==> src/rtl/mem_access_unit.sv <==
// MEM-stage load/store unit: turns byte-addressed MIPS loads/stores into word
// accesses on a one-cycle-latency synchronous data_mem, with RMW for sub-word stores.
module mem_access_unit #(
  parameter int DATA = 32,
  parameter int ADDR = 15
) (
  input  logic            clka,
  input  logic            rst,
  input  logic            req_valid,
  output logic            req_ready,
  input  logic            req_we,
  input  logic [1:0]      req_size,
  input  logic            req_signed,
  input  logic [31:0]     req_addr,
  input  logic [DATA-1:0] req_wdata,
  output logic            rsp_valid,
  output logic [DATA-1:0] rsp_rdata,
  output logic            st_done,
  output logic            misalign,
  output logic            mem_we,
  output logic [ADDR-1:0] mem_addr,
  output logic [DATA-1:0] mem_din,
  input  logic [DATA-1:0] mem_dout
);

  typedef enum logic [1:0] {IDLE, LD_WAIT, ST_MERGE} state_t;

  state_t          state;
  logic            we_p0;
  logic            sgn_p0;
  logic [1:0]      size_p0;
  logic [1:0]      off_p0;
  logic [ADDR-1:0] idx_p0;
  logic [DATA-1:0] wdata_p0;

  logic            accept;
  logic            aligned;
  logic            unused_addr_hi;

  function automatic logic req_aligned(input logic [1:0] size, input logic [1:0] off);
    case (size)
      2'b00:   return 1'b1;
      2'b01:   return ~off[0];
      2'b10:   return off == 2'b00;
      default: return 1'b0;
    endcase
  endfunction

  // Big-endian lane select: offset 0 is the most significant byte/half.
  function automatic logic [31:0] load_extract(input logic [31:0] word, input logic [1:0] off,
                                               input logic [1:0] size, input logic sgn);
    logic signed [7:0]  b;
    logic signed [15:0] h;
    case (off)
      2'b00:   b = word[31:24];
      2'b01:   b = word[23:16];
      2'b10:   b = word[15:8];
      default: b = word[7:0];
    endcase
    h = off[1] ? word[15:0] : word[31:16];
    case (size)
      2'b00:   return sgn ? 32'(b) : {24'd0, b};
      2'b01:   return sgn ? 32'(h) : {16'd0, h};
      default: return word;
    endcase
  endfunction

  function automatic logic [31:0] store_merge(input logic [31:0] word, input logic [31:0] wdata,
                                              input logic [1:0] off, input logic [1:0] size);
    logic [31:0] m;
    m = word;
    if (size == 2'b00) begin
      case (off)
        2'b00:   m[31:24] = wdata[7:0];
        2'b01:   m[23:16] = wdata[7:0];
        2'b10:   m[15:8]  = wdata[7:0];
        default: m[7:0]   = wdata[7:0];
      endcase
    end else if (size == 2'b01) begin
      if (off[1]) m[15:0]  = wdata[15:0];
      else        m[31:16] = wdata[15:0];
    end else begin
      m = wdata;
    end
    return m;
  endfunction

  assign req_ready      = (state == IDLE);
  assign accept         = req_valid && req_ready;
  assign aligned        = req_aligned(req_size, req_addr[1:0]);
  assign unused_addr_hi = ^req_addr[31:ADDR+2];

  // Memory port: live request while idle, latched request while sequencing.
  always_comb begin
    mem_we   = 1'b0;
    mem_addr = idx_p0;
    mem_din  = store_merge(mem_dout, wdata_p0, off_p0, size_p0);
    if (state == IDLE) begin
      mem_addr = req_addr[ADDR+1:2];
      mem_din  = req_wdata;
      mem_we   = accept && req_we && (req_size == 2'b10) && aligned;
    end else if (state == ST_MERGE) begin
      mem_we = we_p0;
    end
    if (rst) mem_we = 1'b0;
  end

  always_ff @(posedge clka) begin
    if (rst) begin
      state     <= IDLE;
      rsp_valid <= 1'b0;
      st_done   <= 1'b0;
      misalign  <= 1'b0;
      rsp_rdata <= '0;
      we_p0     <= 1'b0;
      sgn_p0    <= 1'b0;
      size_p0   <= 2'b00;
      off_p0    <= 2'b00;
      idx_p0    <= '0;
      wdata_p0  <= '0;
    end else begin
      rsp_valid <= 1'b0;
      st_done   <= 1'b0;
      misalign  <= 1'b0;
      case (state)
        IDLE: begin
          if (accept) begin
            we_p0    <= req_we;
            sgn_p0   <= req_signed;
            size_p0  <= req_size;
            off_p0   <= req_addr[1:0];
            idx_p0   <= req_addr[ADDR+1:2];
            wdata_p0 <= req_wdata;
            if (!aligned)                 misalign <= 1'b1;
            else if (!req_we)             state    <= LD_WAIT;
            else if (req_size == 2'b10)   st_done  <= 1'b1;
            else                          state    <= ST_MERGE;
          end
        end
        LD_WAIT: begin
          rsp_rdata <= load_extract(mem_dout, off_p0, size_p0, sgn_p0);
          rsp_valid <= 1'b1;
          state     <= IDLE;
        end
        ST_MERGE: begin
          st_done <= 1'b1;
          state   <= IDLE;
        end
        default: state <= IDLE;
      endcase
    end
  end

endmodule

==> config.mk <==
export PLATFORM = sky130hd
export DESIGN_NAME = mem_access_unit
export DESIGN_NICKNAME = d
export VERILOG_FILES = /design/src/rtl/mem_access_unit.sv
export SDC_FILE = /design/constraint.sdc
export NUM_CORES = 1
export LEC_CHECK = 0
export BUFFER_PORTS_ARGS = -buffer_cell sky130_fd_sc_hd__buf_4
export CAP_MARGIN = 20
export CORE_UTILIZATION = 45
export CTS_CLUSTER_DIAMETER = 100
export DETAILED_ROUTE_END_ITERATION = 7
export PLACE_DENSITY = 0.79
export SYNTH_ARGS = -nofsm -noshare
export SYNTH_HDL_FRONTEND = slang
export SYNTH_SLANG_ARGS = --single-unit
==> constraint.sdc <==
create_clock -name clka -period 1.5 [get_ports clka]
set_input_delay 0 -clock clka [delete_from_list [all_inputs] [get_ports clka]]
set_output_delay 0 -clock clka [all_outputs]
set_load 0.01 [all_outputs]
; Word-level counts from Yosys, hierarchy flattened
; Cells that the tools add are included.
[totals]
regBits = 90
in_bits = 103
output_inout_bits = 84
[op_classes]
eq_ne = 8
muxes = 28
n_bitwise = 3
reduce_logical = 14
[op_table]
columns = operator, n
row1 = $mux W32, 5
row2 = $pmux W32 S2, 1
row3 = $mux W16, 3
row4 = $mux W8, 4
row5 = $pmux W8 S3, 1
row6 = $mux W15, 1
row7 = $logic_not A2 Y1, 5
row8 = $mux W1, 9
row9 = $eq A2 B1 Y1 const B, 4
row10 = $eq A2 B2 Y1 const B, 3
row11 = $reduce_or A3 Y1, 2
row12 = $logic_and A1 B1 Y1, 4
row13 = $mux W2, 2
row14 = $not A1 Y1, 3
row15 = $pmux W1 S3, 1
row16 = $reduce_and A3 Y1, 1
row17 = $ne A2 B2 Y1 const B, 1
row18 = $pmux W1 S2, 1
row19 = $reduce_and A2 Y1, 1
row20 = $reduce_or A2 Y1, 1

; Longest topological paths before layout
[logic_depth]
word_depth = 7
ltp_mapped = 8
mapped_depth_nobuf = 5

; Least setup slack after synthesis
; No wires, ideal clock.
[synth_path]
path_kind = register to register
startpoint = reg off_p0[0]
endpoint = reg rsp_rdata[1]
setup_time_ns = 0.122
arrival_time_ns = 1.472
setup_slack_ns = -0.094
path_stages_with_launch = 8
n_path_buf = 3
period_less_slack_ns = 1.594
cell_sequence = dfxtp_1 buf_6 or2_1 buf_6 a21oi_2 buf_6 nor3_2 a221o_1
[synth_between]
elab_chain_cells = 4
elab_cells_between_ends = 6
cone_classes = 2 x eq/ne / 3 x mux / 1 x reduce/logical
[synth_lines]
columns = element, line
row1 = start: declaration, 32  ; logic [1:0] off_p0;
row2 = start signal: assignment, 131  ; off_p0 <= req_addr[1:0];
row3 = "$eq A2 B2 Y1, or another cell as far along", 54  ; case (off)
row4 = $pmux W8 S3 (*), 54
row5 = $mux W32 (*), 62  ; 2'b00: return sgn ? 32'(b) : {24'd0, b};
row6 = $pmux W32 S2 (*), 61  ; case (size)
row7 = end signal: assignment, 141  ; rsp_rdata <= load_extract(mem_dout, off_p0, size_p0, sgn_p0);
row8 = end: declaration, 17  ; output logic [DATA-1:0] rsp_rdata,
; Mark *: on every way between the ends. The rest lies on a longest branch, timed or not.
; A chain may end at the register's enable or synchronous reset.

; Worst setup path after layout
[layout_path]
startpoint = reg size_p0[0]
endpoint = out mem_din[23]
[layout_between]
elab_chain_cells = 4
elab_cells_between_ends = 5
cone_classes = 1 x eq/ne / 3 x mux / 1 x reduce/logical
[layout_lines]
columns = element, line
row1 = start: declaration, 31  ; logic [1:0] size_p0;
row2 = start signal: assignment, 130  ; size_p0 <= req_size;
row3 = $eq A2 B1 Y1, 79  ; end else if (size == 2'b01) begin
row4 = $mux W32, 79
row5 = $mux W32 (*), 72  ; if (size == 2'b00) begin
row6 = $mux W32 (*), 98  ; if (state == IDLE) begin
row7 = end: declaration, 22  ; output logic [DATA-1:0] mem_din,
; Marked as above.

==> qor.yml <==
route:
  wire_per_inst_um: 29.9
  wl_um: 32900
  drt_iter0_drc: 1485
  firstDrtPassIters: 8
  drc_errors: 104
  num_vias: 7926
  ant_nets: 0
  via_per_inst: 7.22
global_route:
  grt_antenna_before_repair: 0
  grt_pass1_vias: 6177
  grt_pass1_wl_um: 33300
  grt_max_degree: 47
  grt_usage_pct: 38.1
  grt-ovfl-total: 0
placement:
  postPlaceCellArea_sq_mm: 0.00657
  dp_hpwl_um: 12600
  place.gp.congestion: 0.911
  portBuffers: 171
  place_inst: 962
synthesis:
  synthSimpleGateAreaFrac_pct: 22.2
  syn_area_sq_mm: 0.00497
  synthFlopType: "dfxtp_1"
  synth_xor_xnor_area_share_pct: 0
  synth.area.top_cells: "dfxtp_1 (36%), nand2_1 (14%), a21oi_1 (9.4%), mux2i_1 (5.0%), a211oi_1 (3.8%)"
  yosysUniqueCellTypes: 44
  synth-compound-area-share_pct: 25.9
  synth_edf_count: 0
  yosys.area_share.adder_pct: 0
  syn_nets: 775
  avgSynthCellArea_sq_um: 7.39
  yosysTopAreaCellShare_pct: 36.3
  yosys-mux-area-fraction_pct: 9.35
  synth_top_family_by_area: "compound AO/OA/AOI/OAI gates"
  yosysTopAreaCell: "dfxtp_1"
  ys_seq_area_share_pct: 36.3
  synth-warning-count: 0
  syn_inst: 672
  async_flop_share_pct: 0
  ys_seq_elements: 90
floorplan:
  rows: 37
  fp.dieH_um: 107
  ioPinCount: 187
  core_area_sq_mm: 0.0105
  start_util_pct: 47.3
  die_w_um: 107
  dieArea_sq_mm: 0.0115
setup_path:
  r2r_cells: 5
  cpLargestDelayFamily: "multiplexers"
  crit_path_end: "mem_din[23]"
  path_depth: 7
  crit_type: "reg2out"
  cp_common_cell: "buf_6"
  rr_endpoint: "rsp_rdata[7]"
  cp_slowest_stage_delay_ps: 380
  worstSetupStartpoint: "size_p0[0]"
  ff2ff_setup_slack_ps: -390
  worstPathRequired_ps: 1500
  start_kind: "register"
  crit_chain: "buf_6 -> o21bai_4 -> buf_6 -> mux2_4 -> mux2i_1 -> o21ai_1 -> buf_4"
  critPathArrivalTime_ps: 2120
  cp_num_buf_inv: 3
  worstPathMaxFanout: 4
  cp-end-kind: "output pin"
  r2r-start: "size_p0[0]"
  crit_slowest_cell: "dfxtp_4"
pwr:
  p_total_mw: 7.65
  ir_drop_mv: 0.556
  p_leak_nw: 4.17
  p_per_area_mw_per_mm2: 807
finish:
  layout.nets: 1060
  layout_common_cells: "buf_4 (179), nand2_1 (106), dfxtp_1 (84)"
  num-fill-cells: 324
  num_antenna_cells: 0
  layout-drive-gt1-share_pct: 50.2
  fin_cells: 1098
  syn_to_final_growth_pct: 91.0
  mostFrequentLayoutCell: "buf_4"
  design_area_sq_mm: 0.00949
  final_util_pct: 90.3
sta:
  rsz0062_at_grt: "yes"
  relSlewSlack_pct: 52.8
  timing.hold.ws_ps: 32.7
  setup_ws_ps: -618
  finalCritPeriodShare_pct: 141
  max_freq_mhz: 472
  drv_slew: 0
  hold_viol_final: 0
  tightest_slew_ps: 708
  fin_crit_ps: 2120
  setup_viol_count_final: 137
  fin_skew_ps: 13.6
clock_tree:
  insertion_delay_ps: 380
  ctsRootBufferMaster: "clkbuf_8"
  cts_buffer_depth: 2
  path_clk_slew_ps: 110
  cts_tree: "done"
  h-tree-depth: 3
  cts_made_buffers: 9
  cts.sinks: 90
worst_hold_path:
  min_path_type: "in2reg"
run_status:
  violations: "design-rule violations, negative setup slack"
  status: "finished with violations"
job:
  cap_violations: 0
routing by layer:
| layer | global-route usage (%) | share of wire [%] | vias up |
|---|---|---|---|
| met5 | 0 | 0 | - |
| met4 | 16.8 | 11 | 0 |
| met3 | 7.48 | 16 | 441 |
| met2 | 62.9 | 41 | 987 |
| met1 | 47.9 | 32 | 3579 |
| li1 | - | - | 2919 |
registers in the layout, indices dropped and copies added, names as in the netlist, 2 cells and up:
signal     count
size_p0        2
state          2
wdata_p0      32
off_p0         2
rsp_rdata     32
idx_p0        15
power by group:
| part | total, mW | leakage, nW | internal, mW | switching, mW |
|---|---|---|---|---|
| Clock | 2.10 | 0.119 | 1.01 | 1.08 |
| Sequential | 2.70 | 0.741 | 2.50 | 0.191 |
| Combinational | 2.86 | 3.31 | 1.35 | 1.51 |
| Total | 7.65 | 4.17 | 4.86 | 2.79 |
synth_stat cells, drive strengths merged (2+ instances only):
master and n:
o221ai 8, nor2 46, o21ai 26, mux2 15, o22ai 3, or2 3, mux2i 25, a22o 14
a211oi 25, buf 24, inv 11, nor2b 3, nand2 188, a31oi 2, mux4 2, a21oi 94
clkbuf 33, a221o 6, a22oi 17, dfxtp 90, a2111oi 2, and2 3, nand3 6, nand2b 5
nor3 5, nor3b 7
how the worst min path moves through the flow:
| stage | start | end | cells past startpoint |
|---|---|---|---|
| final | req_addr[0] | st_done | 5 |
| after global routing | req_addr[0] | st_done | 5 |
| after CTS | req_addr[0] | st_done | 5 |
| after detailed placement | req_we | state[0] | 2 |
| after global placement | req_we | state[0] | 2 |
| after floorplan | req_we | state[0] | 1 |
tightest hold or removal path, delay by kind of cell:
kind / cells / cell delay, ps
simple gates: 4 / 290
buf+inv: 1 / 90
cell families after synthesis:
kind of cell,after synthesis
and+or+nand+nor,269
buffers and inverters,68
muxes,42
DFF,90
AOI/OAI and AO/OA,203
final cells by class:
type,instances,area (sq um),share of cell area (%)
Tap cell,136,170,1.79
Clock buffer,10,138,1.45
Timing Repair Buffer,331,3340,35.2
Clock inverter,6,97.6,1.03
Sequential cell,90,1820,19.2
Multi-Input combinational cell,514,3860,40.7
Inverter,11,56.3,0.594
what timing repair did:
| action | in CTS | in global routing |
|---|---|---|
| setup buffers | 14 | 12 |
| cloned | 10 | 12 |
| setup endpoints to repair | 117 | 111 |
| gates resized for setup | 146 | 192 |
| endpoints found under the hold margin | 79 | 0 |
| pin swaps | 53 | 109 |
| hold buffers | 76 | 0 |
per-stage QoR:
stage	setup WS, ps	setup TNS, ps
after floorplan	-36.5	-510
after global placement	-234	-1770
after detailed placement	-233	-2450
after CTS	-381	-12420
after global routing	-605	-33110
final	-618	-31870
(Power assumes the default switching activity.)
